## src/rtl/branch_resolve_if.sv

```systemverilog
// Branch request, redirect handshake and resolution status between the ALU
// compare path (master) and the branch resolution unit (slave).
interface branch_resolve_if;
    logic        br_valid;
    logic        br_ready;
    logic [31:0] br_pc;
    logic [15:0] br_imm;
    logic        br_invert;
    logic        br_always;
    logic [31:0] cmp_s;
    logic        redirect_valid;
    logic        redirect_ready;
    logic [31:0] redirect_pc;
    logic        flush;
    logic        resolved;
    logic        resolved_taken;

    modport master (
        output br_valid, br_pc, br_imm, br_invert, br_always, cmp_s, redirect_ready,
        input  br_ready, redirect_valid, redirect_pc, flush, resolved, resolved_taken
    );

    modport slave (
        input  br_valid, br_pc, br_imm, br_invert, br_always, cmp_s, redirect_ready,
        output br_ready, redirect_valid, redirect_pc, flush, resolved, resolved_taken
    );
endinterface

```

## src/rtl/branch_resolve.sv

```systemverilog
// Sequential branch resolution: decides taken/not-taken from a latched compare
// word, redirects fetch on taken branches and then holds a flush window.
module branch_resolve #(
    parameter int FLUSH_CYCLES = 1,
    parameter int CNT_W        = 16
) (
    input  logic                 clk,
    input  logic                 reset,
    branch_resolve_if.slave      bus,
    output logic [CNT_W-1:0]     branch_count,
    output logic [CNT_W-1:0]     taken_count
);

    localparam logic [1:0] ST_IDLE     = 2'd0;
    localparam logic [1:0] ST_RESOLVE  = 2'd1;
    localparam logic [1:0] ST_REDIRECT = 2'd2;
    localparam logic [1:0] ST_FLUSH    = 2'd3;

    localparam int              FC_W    = (FLUSH_CYCLES > 0) ? $clog2(FLUSH_CYCLES + 1) : 1;
    localparam logic [FC_W-1:0] FC_LOAD = FC_W'(FLUSH_CYCLES);

    logic [1:0]       state_q, state_d;
    logic [31:0]      pc_q, pc_d;
    logic [15:0]      imm_q, imm_d;
    logic             invert_q, invert_d;
    logic             br_always_q, br_always_d;
    logic             cmp_nz_q, cmp_nz_d;
    logic [31:0]      redirect_pc_q, redirect_pc_d;
    logic             resolved_q, resolved_d;
    logic             resolved_taken_q, resolved_taken_d;
    logic [CNT_W-1:0] branch_count_q, branch_count_d;
    logic [CNT_W-1:0] taken_count_q, taken_count_d;
    logic [FC_W-1:0]  flush_cnt_q, flush_cnt_d;

    logic [31:0] offset;
    logic [31:0] target;
    logic        taken;

    // Word offset: immediate shifted left by two and sign-extended to 32 bits.
    genvar gi;
    generate
        for (gi = 0; gi < 32; gi++) begin : g_offset
            if (gi < 2) begin : g_zero
                assign offset[gi] = 1'b0;
            end else if (gi < 18) begin : g_imm
                assign offset[gi] = imm_q[gi-2];
            end else begin : g_sign
                assign offset[gi] = imm_q[15];
            end
        end
    endgenerate

    assign target = pc_q + 32'd4 + offset;
    assign taken  = br_always_q | (cmp_nz_q ^ invert_q);

    always_comb begin
        state_d          = state_q;
        pc_d             = pc_q;
        imm_d            = imm_q;
        invert_d         = invert_q;
        br_always_d      = br_always_q;
        cmp_nz_d         = cmp_nz_q;
        redirect_pc_d    = redirect_pc_q;
        resolved_d       = 1'b0;
        resolved_taken_d = resolved_taken_q;
        branch_count_d   = branch_count_q;
        taken_count_d    = taken_count_q;
        flush_cnt_d      = flush_cnt_q;

        case (state_q)
            ST_IDLE: begin
                if (bus.br_valid) begin
                    pc_d        = bus.br_pc;
                    imm_d       = bus.br_imm;
                    invert_d    = bus.br_invert;
                    br_always_d = bus.br_always;
                    cmp_nz_d    = |bus.cmp_s;
                    state_d     = ST_RESOLVE;
                end
            end
            ST_RESOLVE: begin
                resolved_d       = 1'b1;
                resolved_taken_d = taken;
                branch_count_d   = branch_count_q + 1'b1;
                taken_count_d    = taken_count_q + {{(CNT_W-1){1'b0}}, taken};
                if (taken) begin
                    redirect_pc_d = target;
                    state_d       = ST_REDIRECT;
                end else begin
                    state_d = ST_IDLE;
                end
            end
            ST_REDIRECT: begin
                if (bus.redirect_ready) begin
                    if (FLUSH_CYCLES > 0) begin
                        flush_cnt_d = FC_LOAD;
                        state_d     = ST_FLUSH;
                    end else begin
                        state_d = ST_IDLE;
                    end
                end
            end
            default: begin
                // Counter holds the flush cycles still to come, including this one.
                flush_cnt_d = flush_cnt_q - 1'b1;
                if (flush_cnt_q <= FC_W'(1)) begin
                    state_d = ST_IDLE;
                end
            end
        endcase
    end

    always_ff @(posedge clk) begin
        if (reset) begin
            state_q          <= ST_IDLE;
            pc_q             <= '0;
            imm_q            <= '0;
            invert_q         <= 1'b0;
            br_always_q      <= 1'b0;
            cmp_nz_q         <= 1'b0;
            redirect_pc_q    <= '0;
            resolved_q       <= 1'b0;
            resolved_taken_q <= 1'b0;
            branch_count_q   <= '0;
            taken_count_q    <= '0;
            flush_cnt_q      <= '0;
        end else begin
            state_q          <= state_d;
            pc_q             <= pc_d;
            imm_q            <= imm_d;
            invert_q         <= invert_d;
            br_always_q      <= br_always_d;
            cmp_nz_q         <= cmp_nz_d;
            redirect_pc_q    <= redirect_pc_d;
            resolved_q       <= resolved_d;
            resolved_taken_q <= resolved_taken_d;
            branch_count_q   <= branch_count_d;
            taken_count_q    <= taken_count_d;
            flush_cnt_q      <= flush_cnt_d;
        end
    end

    assign bus.br_ready       = (state_q == ST_IDLE);
    assign bus.redirect_valid = (state_q == ST_REDIRECT);
    assign bus.flush          = (state_q == ST_FLUSH);
    assign bus.redirect_pc    = redirect_pc_q;
    assign bus.resolved       = resolved_q;
    assign bus.resolved_taken = resolved_taken_q;
    assign branch_count       = branch_count_q;
    assign taken_count        = taken_count_q;

endmodule

```

## src/flat_wrapper.sv

```systemverilog
// flat-port wrapper written by rule: the top's interface ports become plain ports
module branch_resolve_flat 
#(
    parameter int FLUSH_CYCLES = 1,
    parameter int CNT_W        = 16
)
  (clk, reset, branch_count, taken_count, bus_br_valid, bus_br_pc, bus_br_imm, bus_br_invert, bus_br_always, bus_cmp_s, bus_redirect_ready, bus_br_ready, bus_redirect_valid, bus_redirect_pc, bus_flush, bus_resolved, bus_resolved_taken);
  branch_resolve_if bus_i ();
  input  logic clk;
  input  logic reset;
  output logic [CNT_W-1:0] branch_count;
  output logic [CNT_W-1:0] taken_count;
  input wire logic [$bits(bus_i.br_valid)-1:0] bus_br_valid;
  input wire logic [$bits(bus_i.br_pc)-1:0] bus_br_pc;
  input wire logic [$bits(bus_i.br_imm)-1:0] bus_br_imm;
  input wire logic [$bits(bus_i.br_invert)-1:0] bus_br_invert;
  input wire logic [$bits(bus_i.br_always)-1:0] bus_br_always;
  input wire logic [$bits(bus_i.cmp_s)-1:0] bus_cmp_s;
  input wire logic [$bits(bus_i.redirect_ready)-1:0] bus_redirect_ready;
  output wire logic [$bits(bus_i.br_ready)-1:0] bus_br_ready;
  output wire logic [$bits(bus_i.redirect_valid)-1:0] bus_redirect_valid;
  output wire logic [$bits(bus_i.redirect_pc)-1:0] bus_redirect_pc;
  output wire logic [$bits(bus_i.flush)-1:0] bus_flush;
  output wire logic [$bits(bus_i.resolved)-1:0] bus_resolved;
  output wire logic [$bits(bus_i.resolved_taken)-1:0] bus_resolved_taken;
  assign bus_i.br_valid = bus_br_valid;
  assign bus_i.br_pc = bus_br_pc;
  assign bus_i.br_imm = bus_br_imm;
  assign bus_i.br_invert = bus_br_invert;
  assign bus_i.br_always = bus_br_always;
  assign bus_i.cmp_s = bus_cmp_s;
  assign bus_i.redirect_ready = bus_redirect_ready;
  assign bus_br_ready = bus_i.br_ready;
  assign bus_redirect_valid = bus_i.redirect_valid;
  assign bus_redirect_pc = bus_i.redirect_pc;
  assign bus_flush = bus_i.flush;
  assign bus_resolved = bus_i.resolved;
  assign bus_resolved_taken = bus_i.resolved_taken;
  branch_resolve #(.FLUSH_CYCLES(FLUSH_CYCLES), .CNT_W(CNT_W)) u_core (.clk(clk), .reset(reset), .bus(bus_i), .branch_count(branch_count), .taken_count(taken_count));
endmodule
```

## config.mk

```make
export PLATFORM = sky130hd
export DESIGN_NAME = branch_resolve_flat
export DESIGN_NICKNAME = d
export VERILOG_FILES = /design/src/rtl/branch_resolve_if.sv /design/src/rtl/branch_resolve.sv /design/src/flat_wrapper.sv
export SDC_FILE = /design/constraint.sdc
export NUM_CORES = 1
export LEC_CHECK = 0
export CORE_UTILIZATION = 40
export CTS_CLUSTER_DIAMETER = 80
export DETAILED_ROUTE_END_ITERATION = 6
export GPL_ROUTABILITY_DRIVEN = 0
export HOLD_SLACK_MARGIN = 0.12
export PLACE_DENSITY = 0.71
export SYNTH_ARGS = -nofsm -noshare
export SYNTH_HDL_FRONTEND = slang
export SYNTH_SLANG_ARGS = --single-unit
```

## constraint.sdc

```tcl
create_clock -name clk -period 6.4 [get_ports clk]
set_clock_uncertainty 0.1 [all_clocks]
set_input_delay 1.28 -clock clk [delete_from_list [all_inputs] [get_ports clk]]
set_output_delay 1.28 -clock clk [all_outputs]
set_load 0.01 [all_outputs]
```

==> results.cfg, run 1 <==
[synthesis]
yosysSeqAreaShare_pct = 38.3
ys_types = 57
ys_async_sr_fraction_pct = 0
synth_edf_count = 0
yosys-top-cells-area = dfxtp_1 38%, ha_1 12%, nand2_1 10%
synthesis.area_um2 = 6220
synth_fp_nets = 912
avgSynthCellArea_um2 = 8.13
synth.yosys.warnings = 0
yosysTopAreaCellShare_pct = 38.3
synth-seq-cells = 119
synth_top_area_cell = dfxtp_1
synthFlopType = dfxtp_1
synth_cells = 765

[clock_tree]
cts_hold_buffers = 0
clock_path_buffers = 2
clock_tree.htree_level_count = 4
insertion_delay_ps = 410
cts-root-buf = clkbuf_16
clock-sinks = 119
cts_resized = 0
numCtsBuffers = 17
path_clk_slew_ps = 50
cts_tree = yes
post-cts-setup-buffer-count = 0

[setup_path]
cpPeakStageDelay_ps = 720
criticalPathCategory = register to register
crit_path_end_kind = register
cp_cell_sequence = ha_1, ha_1, nand4_1, nor4_1, nand3_1, a21boi_2, o21ai_2, a311oi_2, mux2_1, a311o_1
reg2reg_depth = 10
cpMostUsedCell = ha_1
crit_arrival_ps = 3790
reg2reg_to = u_core.bus.redirect_pc[28]
path_buf_inv = 0
slowest_stage = dfxtp_1
critPathLaunch = u_core.imm_q[15]
critPathMaxFanout = 16
r2r_slack_ps = 2810
crit_required_ps = 6600
start_kind = register
regToRegStartpoint = u_core.imm_q[15]
cp_top_family = compound AO/OA/AOI/OAI gates

[power_and_ir_drop]
power_per_cell_area_nw_per_um2 = 236
ir_drop_uv = 206
total_leakage_power_nw = 3.38
power_mw = 2.00

[routing]
drtPass1Iterations = 6
postRouteAntennaNets = 0
routed_wl_um = 16100
drt_iter0_markers = 381
vias = 5718
drc_errors = 0
post_drt_wl_per_cell_um = 14.6
viasPerCell = 5.16

[min_path]
whs_path_depth = 2
holdPathEnd = u_core.bus.redirect_pc[1]
hp-start = u_core.pc_q[1]
hold_path.class = register to register

[floorplan]
num_rows = 45
die_w_um = 127
ioPinCount = 155
die_area_um2 = 16100
die_y_um = 127
initial_utilization_pct = 40.9
placeableCoreArea_um2 = 15200

[sta]
timing.fmax_ghz = 0.278
drv_slew = 0
period_minus_slack_ps = 3590
fin_crit_sh_pct = 56.1
fin_setup_tns_ps = 0
rsz0062_at_grt = false
tightestPinTransition_ps = 935
finalHoldViolations = 0
setup_viol = 0
slew_headroom_pct = 37.7

[grt]
grt_max_degree = 93
grtUsageTotal_pct = 20.5
grt_pass1_wl_um = 25900
overflow = 0
grt_pass1_vias = 5435
antenna_found_initial = 0

[placed_design]
post-dp-hpwl_um = 11700
portBuffers = 154

[final_layout]
fillCellCount = 1395
layout_commonest_cell = nand2_1
final_cell_mix = 174 x nand2_1, 153 x clkdlybuf4s50_1, 119 x dfxtp_1
syn_to_final_growth_pct = 36.0
nets = 1056
drive_above_1_share_pct = 5.22
diodes = 0

[job]
max_cap_violations = 0

[run_status]
status = finished, final reports clean
-- worst max-delay path by stage --
stage	endpoint	slack [ps]	cells after the start
CTS	u_core.bus.redirect_pc[28]	2810	10
global route	u_core.bus.redirect_pc[28]	2580	10
global placement	u_core.bus.redirect_pc[28]	2970	10
floorplan	u_core.bus.redirect_pc[28]	3210	10
finish	u_core.bus.redirect_pc[28]	2810	10
detailed placement	u_core.bus.redirect_pc[28]	2820	10
-- power by group --
group | total, mW | internal [mW] | leakage [nW] | switching [mW]
clock | 0.909 | 0.583 | 0.277 | 0.326
combinational | 0.295 | 0.139 | 2.13 | 0.155
sequential | 0.798 | 0.775 | 0.969 | 0.0233
total | 2.00 | 1.50 | 3.38 | 0.504
-- flip-flops by register name (all words and copies together), names as in the netlist --
register and count:
u_core.br_always_q 1, u_core.branch_count 16, u_core.bus.redirect_pc 32, u_core.bus.resolved 1
u_core.bus.resolved_taken 1, u_core.cmp_nz_q 1, u_core.imm_q 16, u_core.invert_q 1
u_core.pc_q 32, u_core.state_q 2, u_core.taken_count 16
-- per-layer routing --
layer  wire [um]  track usage (%)  share of wire [%]
met1        7260             24.1                 45
met2        7860             36.6                 49
met3         838             5.86                5.2
met4         156             5.18               0.97
met5           0                0                  0
-- cells by family (layout without fill, tap and decap cells) --
logic type | after synthesis | in the layout | synth area share (%)
adder cells (fa/ha/maj) | 61 | 61 | 12.4
XOR/XNOR | 43 | 43 | 6.05
buffers and inverters | 39 | 194 | 2.37
flip-flops | 119 | 119 | 38.3
AO/OA/AOI/OAI | 174 | 174 | 17.2
AND/OR/NAND/NOR | 327 | 327 | 23.4
multiplexers | 2 | 2 | 0.342
-- cells in the mapped netlist, drive strengths merged (11+ instances only) --
cell and n:
nand3 22, a21o 11, ha 60, xnor2 18, o21ai 22, nor2 60, clkbuf 28, dfxtp 119
xor2 25, a211oi 11, a21oi 99, nand2 174
-- stage by stage --
step                      instances  hold WS [ps]  util, %  worst slack (ps)  area, um^2
after detailed placement       1078           344     52.0              2820        7900
after global routing           1108           374     55.7              2580        8460
final                          1108           352     55.7              2810        8460
after global placement         1078           341     52.0              2970        7900
after floorplan                 765           331        -              3210        6220
after CTS                      1108           352     55.7              2810        8460
-- final cells by class --
type | count | area [um^2] | area share (%)
clock buffers | 20 | 457 | 5.40
clock inverters | 10 | 105 | 1.24
inverters | 6 | 22.5 | 0.266
multi-input cells | 607 | 3690 | 43.6
flip-flops and latches | 119 | 2380 | 28.1
well taps | 188 | 235 | 2.78
repair buffers | 158 | 1570 | 18.5
-- worst register-to-register path, cell delays in order (launching register included) --
cell and delay, ps:
dfxtp_1 720, ha_1 360, ha_1 390, nand4_1 170
nor4_1 330, nand3_1 170, a21boi_2 230, o21ai_2 100
a311oi_2 260, mux2_1 340, a311o_1 320
(Power assumes the default switching activity.)
==> run 2: changes to the inputs <==
--- a/config.mk
+++ b/config.mk
@@ -10,7 +10,7 @@
 export DETAILED_ROUTE_END_ITERATION = 6
 export GPL_ROUTABILITY_DRIVEN = 0
 export HOLD_SLACK_MARGIN = 0.12
-export PLACE_DENSITY = 0.71
+export PLACE_DENSITY = 0.74
 export SYNTH_ARGS = -nofsm -noshare
 export SYNTH_HDL_FRONTEND = slang
 export SYNTH_SLANG_ARGS = --single-unit
==> constraint.sdc (replaced) <==
create_clock -name clk -period 3.3 [get_ports clk]
set_clock_uncertainty 0.1 [all_clocks]
set_input_delay 0.66 -clock clk [delete_from_list [all_inputs] [get_ports clk]]
set_output_delay 0.66 -clock clk [all_outputs]
set_load 0.01 [all_outputs]
==> run 2 against run 1 <==
Register-to-register slack got worse by 2700 ps. Non-clock buffer count rose by 7. Worst hold slack gained 2.3 ps. Largest cell class unchanged.
==> results.cfg, run 2 (synthesized netlist as in run 1, its figures left out) <==
[routing]
drt_iter0_markers = 326
routed_wl_um = 16400
vias = 5831
postRouteAntennaNets = 0
viasPerCell = 5.22
post_drt_wl_per_cell_um = 14.6
drtPass1Iterations = 5
drc_errors = 0

[setup_path]
crit_path_end_kind = register
criticalPathCategory = register to register
critPathMaxFanout = 6
crit_required_ps = 3500
start_kind = register
critPathLaunch = u_core.imm_q[15]
regToRegStartpoint = u_core.imm_q[15]
crit_arrival_ps = 3360

[power_and_ir_drop]
power_per_cell_area_nw_per_um2 = 490
clkPwrFrac_pct = 49.7
sw_frac_of_total_pct = 23.8
intPower_mw = 3.23
switchingPower_mw = 1.01
total_leakage_power_nw = 3.45
ir_drop_uv = 366
comb_power_share_pct = 13.9
p_seq_share_pct = 36.4

[sta]
fin_setup_tns_ps = 0
rsz0062_at_grt = true
layout_setup_ws_ps = 140
period_minus_slack_ps = 3160
fin_crit_sh_pct = 95.8
tightestPinTransition_ps = 765
timing.fmax_ghz = 0.316
slew_headroom_pct = 49.0
finalHoldViolations = 0
setup_viol = 0
hold_ws_ps = 354
drv_slew = 0

[clock_tree]
path_clk_slew_ps = 60
insertion_delay_ps = 420
clock-sinks = 119
clock_tree.htree_level_count = 4
cts-root-buf = clkbuf_16
cts_tree = yes
clock_path_buffers = 2
numCtsBuffers = 17

[floorplan]
die_w_um = 127
die_y_um = 127
initial_utilization_pct = 40.9
placeableCoreArea_um2 = 15200
num_rows = 45
die_area_um2 = 16100
ioPinCount = 155

[placed_design]
pre_cts_slack_ps = 171
dpl_cell_area_um2 = 7950
portBuffers = 154
post-dp-hpwl_um = 12000
dp.cells = 1085

[final_layout]
design_area_um2 = 8650
layout_commonest_cell = nand2_1
drive_above_1_share_pct = 6.57
fillCellCount = 1383
finalNonFillerCells = 1117
nets = 1063
final_cell_mix = 174 x nand2_1, 153 x clkdlybuf4s50_1, 119 x dfxtp_1
syn_to_final_growth_pct = 39.0
diodes = 0

[grt]
grtUsageTotal_pct = 20.8
grt_pass1_wl_um = 26000
antenna_found_initial = 0
grt_pass1_vias = 5405
grt_max_degree = 75
overflow = 0

[min_path]
hp-start = u_core.bus.resolved_taken
hold_path.class = register to register

[job]
max_cap_violations = 0

[run_status]
status = finished, final reports clean
[run 2: area by class of cell]
class | count | area, um^2 | share of cell area, %
multi-input combinational | 607 | 3710 | 42.9
sequential | 119 | 2380 | 27.6
timing repair buffer | 165 | 1620 | 18.8
clock buffer | 19 | 453 | 5.24
tap | 188 | 235 | 2.72
clock inverter | 13 | 225 | 2.60
inverter | 6 | 22.5 | 0.260
[run 2: what timing repair did]
action | CTS | global route
buffers inserted | 0 | 0
endpoints found under the setup margin | 0 | 3
resized for setup | 0 | 3
endpoints found under the hold margin | 0 | 0
hold buffers | 0 | 0
[run 2: layer usage]
layer | part of all wire [%] | global-route usage (%) | vias up | routed length, um
met3 | 5.3 | 5.48 | 21 | 869
met2 | 48 | 35.6 | 156 | 7900
met4 | 1.9 | 8.40 | 0 | 308
li1 | - | - | 2975 | -
met5 | 0 | 0 | - | 0
met1 | 44 | 24.9 | 2679 | 7270
[run 2: critical path, stage by stage (launching register included)]
cell and delay, ps:
dfxtp_1 330, ha_1 320, ha_2 400, nand4_1 200, nor4_2 290, nand3_1 150
a21boi_2 240, o21ai_2 90, a311oi_2 260, mux2_1 340, a311o_1 310
[run 2: worst paths after layout]
check,slack (ps),depth (start not counted),end
min,350,2,u_core.bus.resolved_taken
max,140,10,u_core.bus.redirect_pc[28]
max reg2reg,140,10,u_core.bus.redirect_pc[28]
min reg2reg,350,2,u_core.bus.resolved_taken
[run 2: through the flow]
stage	util, %	power (mW)
3_5_place_dp	52.3	2.16
3_3_place_gp	52.3	2.15
5_1_grt	56.9	4.41
4_1_cts	56.8	4.28
6_report	56.9	4.24
2_1_floorplan	-	1.91
[run 2: power by group through the flow]
stage	combinational, mW	sequential, mW	clock, mW
floorplan	0.334	1.57	0
global placement	0.578	1.57	0
detailed placement	0.584	1.57	0
CTS	0.591	1.54	2.15
global route	0.656	1.55	2.20
finish	0.588	1.54	2.11
